==> config.mk <==
export PLATFORM = sky130hd
export DESIGN_NAME = retire_trace_buffer
export DESIGN_NICKNAME = d
export VERILOG_FILES = /design/src/rtl/retire_trace_buffer.sv
export SDC_FILE = /design/constraint.sdc
export NUM_CORES = 2
export LEC_CHECK = 0
export BUFFER_PORTS_ARGS = -buffer_cell sky130_fd_sc_hd__buf_4
export CORE_AREA = 2 2 348 350
export CTS_CLUSTER_DIAMETER = 150
export DETAILED_ROUTE_END_ITERATION = 7
export DIE_AREA = 0 0 350 352
export MAX_ROUTING_LAYER = met4
export PLACE_DENSITY = 0.77
export SYNTH_ARGS = -nofsm -noshare
export SYNTH_HDL_FRONTEND = slang
export SYNTH_SLANG_ARGS = --single-unit
==> constraint.sdc <==
create_clock -name clk -period 10.9 [get_ports clk]
set_clock_uncertainty 0.2 [all_clocks]
set_input_delay 1.635 -clock clk [delete_from_list [all_inputs] [get_ports clk]]
set_output_delay 1.635 -clock clk [all_outputs]
set_load 0.1 [all_outputs]
==> src/rtl/retire_trace_buffer.sv <==
// retire_trace_buffer
//   Commit-stage trace capture. Each cycle the N_PORTS retire ports are snooped
//   and the valid ones are compacted, in ascending port order, into a circular
//   buffer of DEPTH cycle-stamped entries. The oldest entry is presented on a
//   first-word-fall-through valid/ready drain port. In stop mode new entries are
//   dropped when the buffer is full; in wrap mode the oldest entries are
//   overwritten. Performance counters track elapsed cycles, retirements and
//   drops/overwrites.
//
// Ports
//   clk, rst          clock (rising edge), asynchronous active-low reset
//   en                capture / counter enable
//   clear             synchronous flush of buffer, counters and overflow flag
//   wrap_mode         0 = stop-on-full, 1 = overwrite oldest
//   ret_valid/rd/oldrd/data   per-port retire snoop, port p at [p*W +: W]
//   rd_ready          drain consumer ready
//   rd_valid, rd_*    head entry (all zero when empty)
//   count/full/empty  occupancy
//   overflow          sticky: some entry dropped or overwritten
//   cycle_cnt, retired_cnt, dropped_cnt   performance counters
module retire_trace_buffer #(
  parameter int N_PORTS = 2,
  parameter int DEPTH   = 16,
  parameter int RD_W    = 6,
  parameter int DATA_W  = 32,
  parameter int CYC_W   = 32,
  localparam int PORT_W = (N_PORTS > 1) ? $clog2(N_PORTS) : 1,
  localparam int PTR_W  = $clog2(DEPTH),
  localparam int CNT_W  = PTR_W + 1
) (
  input  logic                      clk,
  input  logic                      rst,
  input  logic                      en,
  input  logic                      clear,
  input  logic                      wrap_mode,
  input  logic [N_PORTS-1:0]        ret_valid,
  input  logic [N_PORTS*RD_W-1:0]   ret_rd,
  input  logic [N_PORTS*RD_W-1:0]   ret_oldrd,
  input  logic [N_PORTS*DATA_W-1:0] ret_data,
  input  logic                      rd_ready,
  output logic                      rd_valid,
  output logic [PORT_W-1:0]         rd_port,
  output logic [RD_W-1:0]           rd_rd,
  output logic [RD_W-1:0]           rd_oldrd,
  output logic [DATA_W-1:0]         rd_data,
  output logic [CYC_W-1:0]          rd_cycle,
  output logic [CNT_W-1:0]          count,
  output logic                      full,
  output logic                      empty,
  output logic                      overflow,
  output logic [CYC_W-1:0]          cycle_cnt,
  output logic [CYC_W-1:0]          retired_cnt,
  output logic [CYC_W-1:0]          dropped_cnt
);

  localparam logic [CNT_W-1:0] DEPTH_C = CNT_W'(DEPTH);
  localparam logic [CNT_W-1:0] ONE_C   = CNT_W'(1);

  typedef struct packed {
    logic [PORT_W-1:0] port;
    logic [RD_W-1:0]   rd;
    logic [RD_W-1:0]   oldrd;
    logic [DATA_W-1:0] data;
    logic [CYC_W-1:0]  cycle;
  } entry_t;

  entry_t            mem [DEPTH];
  entry_t            new_entry [N_PORTS];
  entry_t            head;
  logic [PTR_W-1:0]  rd_ptr, wr_ptr;
  logic [CNT_W-1:0]  slot_off [N_PORTS];
  logic [CNT_W-1:0]  n_valid, space, written, excess, dropped_now;
  logic              pop;

  assign empty    = (count == '0);
  assign full     = (count == DEPTH_C);
  assign rd_valid = !empty;
  assign pop      = rd_valid && rd_ready;

  // Compaction: each valid port's slot offset is the number of valid ports
  // below it, so invalid ports leave no holes in the buffer.
  always_comb begin
    n_valid = '0;
    for (int p = 0; p < N_PORTS; p++) begin
      // NOTE: blocking assignments here are intentional -- n_valid is a running
      // sum that must update within this evaluation; registers below use <=.
      slot_off[p] = n_valid;
      if (ret_valid[p]) n_valid = n_valid + ONE_C;
      new_entry[p] = '{port:  PORT_W'(p),
                       rd:    ret_rd[p*RD_W +: RD_W],
                       oldrd: ret_oldrd[p*RD_W +: RD_W],
                       data:  ret_data[p*DATA_W +: DATA_W],
                       cycle: cycle_cnt};
    end
  end

  // Admission: a same-cycle pop frees one entry. Stop mode truncates the
  // batch; wrap mode writes it all and evicts the excess from the head.
  always_comb begin
    space       = DEPTH_C - count + CNT_W'(pop);
    written     = '0;
    excess      = '0;
    dropped_now = '0;
    if (en) begin
      if (wrap_mode) begin
        written = n_valid;
        if (n_valid > space) excess = n_valid - space;
        dropped_now = excess;
      end else begin
        written     = (n_valid < space) ? n_valid : space;
        dropped_now = n_valid - written;
      end
    end
  end

  // NOTE: storage has no reset -- the pointers and count define which entries
  // are live, so clearing the array would only cost reset fan-out.
  always_ff @(posedge clk) begin
    if (rst && !clear) begin
      for (int p = 0; p < N_PORTS; p++) begin
        if (ret_valid[p] && (slot_off[p] < written))
          mem[wr_ptr + slot_off[p][PTR_W-1:0]] <= new_entry[p];
      end
    end
  end

  always_ff @(posedge clk or negedge rst) begin
    if (!rst) begin
      rd_ptr      <= '0;
      wr_ptr      <= '0;
      count       <= '0;
      overflow    <= 1'b0;
      cycle_cnt   <= '0;
      retired_cnt <= '0;
      dropped_cnt <= '0;
    end else if (clear) begin
      rd_ptr      <= '0;
      wr_ptr      <= '0;
      count       <= '0;
      overflow    <= 1'b0;
      cycle_cnt   <= '0;
      retired_cnt <= '0;
      dropped_cnt <= '0;
    end else begin
      // Eviction of the excess moves the head past overwritten entries.
      rd_ptr <= rd_ptr + PTR_W'(pop) + excess[PTR_W-1:0];
      wr_ptr <= wr_ptr + written[PTR_W-1:0];
      count  <= count - CNT_W'(pop) + written - excess;
      if (dropped_now != '0) overflow <= 1'b1;
      if (en) begin
        cycle_cnt   <= cycle_cnt + CYC_W'(1);
        retired_cnt <= retired_cnt + CYC_W'(n_valid);
        dropped_cnt <= dropped_cnt + CYC_W'(dropped_now);
      end
    end
  end

  // First-word-fall-through head; forced to zero when nothing is stored.
  assign head = mem[rd_ptr];

  always_comb begin
    rd_port  = '0;
    rd_rd    = '0;
    rd_oldrd = '0;
    rd_data  = '0;
    rd_cycle = '0;
    if (!empty) begin
      rd_port  = head.port;
      rd_rd    = head.rd;
      rd_oldrd = head.oldrd;
      rd_data  = head.data;
      rd_cycle = head.cycle;
    end
  end

endmodule

==> results.md <==
* Outcome: completed
* Clk Tree Root Cell: clkbuf_16
* Fmax at approximately 140 MHz
* Initial antenna violation count at 22
* Pwr Density at just under 200 nW/um^2
* Clock-pin slew on the worst setup and hold paths at ~60 ps
* Met1 usage at approximately 44%
* Worst VDD drop at 0.238 mV
* Synthesis Warnings at 0
* First-pass GRT wire length at between 300000 and 400000 um
* Hold crit path type: flop to flop
* Leakage at around 29 nW
* Final hold slack at 252 ps
* Post-synth top area share at around 51%
* # IOs at 278
* Critical Path RT at between 10000 and 15000 ps
* Hold_buf cts at 0
* Worst-path fanout max at around 100
* Final Slew Violations at 0
* Nets at slightly above 5000
* Site Rows at between 100 and 150
* Global Route met2 Usage at a little over 50%
* Initial DRC Count at 6403
* Count leader, synth: edfxtp_1
* Vias after detailed routing at around 46000
* Largest net degree at the start of global routing at around 160
* EDFF count, synth at 1216
* Worst Path Buf+Inv at 5
* Total wire length at roughly 200000 um
* Routed Antenna Nets at 0
* GRT busiest layer: met2
* Synth unique cells at 63
* Syn Area/Cell at 14.3 um^2
* Post-cts gate resize count at 0
* # clock sinks at about 1300
* Design area at 78600 um^2
* Worst Path Arrival at 7190 ps
* M3 GR Usage at slightly below 9%
* Crit path largest cell delay at roughly 800 ps
* Worst-path cell chain: nor2_1 > nand2_1 > or2_4 > nand2_1 > ha_1 > inv_1 > ha_1 > inv_1 > ha_1 > nor2b_1 > o2111ai_2 > o31a_1 > o2bb2ai_4 > buf_4 > nand3b_1 > buf_4 > nand2_4 > buf_4
* Core Util, Final at between 60% and 70%
* Vias in the first global route at 47010
* DP Wirelength at 110000 um
* Min Tclk post-route at 6980 ps
* Synthesized area at a little over 70000 um^2
* H-tree levels at 4
* Reg2Reg Setup Slack at between 3000 and 4000 ps
* Sequential-to-total area share from yosys stat at between 50% and 60%
* Setup TNS at 0 ps
* CP endpoint kind: flop
* Area after DPL at between 70000 and 80000 um^2
* Total power at 15.5 mW
* Later-pin clock latency in the skew report at slightly below 800 ps
* Startpoint Class: flop
* DRC Markers at 0
* Fillers at ~8300
* RSZ-0062 raised after global routing: false
* Die width at between 300 and 400 um
* CTS max path bufs at 3
* Post CTS Setup Buffer Count at 0
* Die area at 123000 um^2
* Post-synth ARST share at around 8%
* Routed len/inst at 29.8 um
* Slew headroom at roughly a tenth
* Initial Utilization at 59.6%
* Tightest Pin Transition at 1350 ps
* Cell count after synthesis at between 4000 and 5000
* Die Ht at 352 um
* Top_reg_cell synth: edfxtp_1
* Synth Register Bits at 1342
* CTS tree: done
* # setup viols final at 0
* Drt first pass iters at 8
* Worst Path Class, Setup: flop to flop
* Vias per inst at 6.79
* Global placement routability congestion at around 0.9
* Fin crit share at 64.1%
* Largest area contributor in the netlist: edfxtp_1
* Slowest-stage cell, CP: buf_4
* Floorplan core area at roughly 120000 um^2
* Final hold vios at 0
* Delay-heaviest family, CP: buffers and inverters
* Tot GR Track Use at about 34%
* Top cells by area, synth: edfxtp_1 51%, mux4_2 12%, mux2_2 10%
* CTS Buf Count at 144
* Area growth syn-to-layout at 10.5%
* Final global-route overflow total at 0
* Synth top cells by count: 1216 x edfxtp_1, 642 x mux2_2, 580 x and3_1
* Layout cells sized above 1 at between 30% and 40%
* Buffers on Ports at between 200 and 300
* Total of max-cap violations at 0
worst reg2reg max path: stages, from the launching register on:
cell	delay (ps)
dfrtp_1	490
nor2_1	170
nand2_1	60
or2_4	390
nand2_1	210
ha_1	190
inv_1	60
ha_1	330
inv_1	80
ha_1	310
nor2b_1	160
o2111ai_2	300
o31a_1	680
o2bb2ai_4	470
buf_4	810
nand3b_1	200
buf_4	310
nand2_4	470
buf_4	660
sequential cells by signal, summed over array words and instances, names as in the netlist:
| register | flops |
|---|---|
| mem | 1232 |
| cycle_cnt | 32 |
| count | 5 |
| retired_cnt | 32 |
| dropped_cnt | 32 |
| wr_ptr | 4 |
| rd_ptr | 4 |
| overflow | 1 |
power by group:
part	leakage, nW	internal [mW]	switching (mW)
Sequential	11.8	5.67	0.108
Combinational	14.6	1.45	3.63
Clock	2.15	2.64	2.03
final timing paths:
check                           startpoint           to  depth (start not counted)
worst max register to register    count[2]  mem[13][49]                         18
worst max-delay path              count[2]  mem[13][49]                         18
worst min-delay path            mem[4][76]   mem[4][76]                          2
min in group asynchronous              rst    wr_ptr[0]                          1
max in group asynchronous              rst    rd_ptr[3]                          2
worst min register to register  mem[4][76]   mem[4][76]                          2
cell usage in the layout (no fill, tap or decap), types with 7 or more instances in the layout:
cell and n:
nor3_1 147, nor3_2 7, mux4_2 385, mux2_2 642, or3_1 15, a21oi_4 8, xnor2_1 46, and2_1 500
diode_2 22, nor2_1 113, a21boi_0 78, nand4_1 21, o211ai_1 13, a21o_1 10, mux2i_1 7, clkbuf_16 151
fa_1 12, dfrtp_1 106, and3_1 579, xor2_1 47, dfxtp_1 16, o211ai_4 12, and4_1 9, buf_4 376
a21oi_1 46, nor4_1 23, edfxtp_1 1216, clkinv_1 27, nor2b_1 11, nand2_1 101, o21ai_0 17, nand3_1 31
inv_1 41, ha_1 29, clkbuf_1 43, mux2_1 63, clkinv_2 22
final cells by class:
class	count	area, um^2	share of cell area (%)
timing repair buffer	380	2900	3.69
antenna	22	55.1	0.0701
multi-input combinational	3054	29500	37.5
tap	1612	2020	2.57
sequential	1342	39600	50.4
inverter	42	163	0.207
clock inverter	63	419	0.533
clock buffer	196	3970	5.05
logic make-up (layout without fill, tap and decap cells):
kind of cell    Yosys count  in the layout  share of synthesized area (%)
compound gates          227            227                           2.42
xor+xnor                 93             93                           1.15
fa+ha+maj                41             41                          0.848
buf+inv                 593            681                           3.50
flops                  1342           1342                           55.7
mux                    1097           1097                           23.5
other cells               2             26                         0.0106
simple gates           1592           1592                           12.9
per-stage QoR:
stage / setup slack (ps) / cells
2_1_floorplan: 3000 / 4989
5_1_grt: 3540 / 6708
3_5_place_dp: 3540 / 6430
6_report: 3920 / 6711
4_1_cts: 4060 / 6689
3_3_place_gp: 3640 / 6430
metal layers:
metal  wire [um]  share of wire, %
met1       73900                37
met2       94100                47
met3       24200                12
met4        7840               3.9
met5           0                 0
No activity file was read; power rests on OpenSTA's default activity.
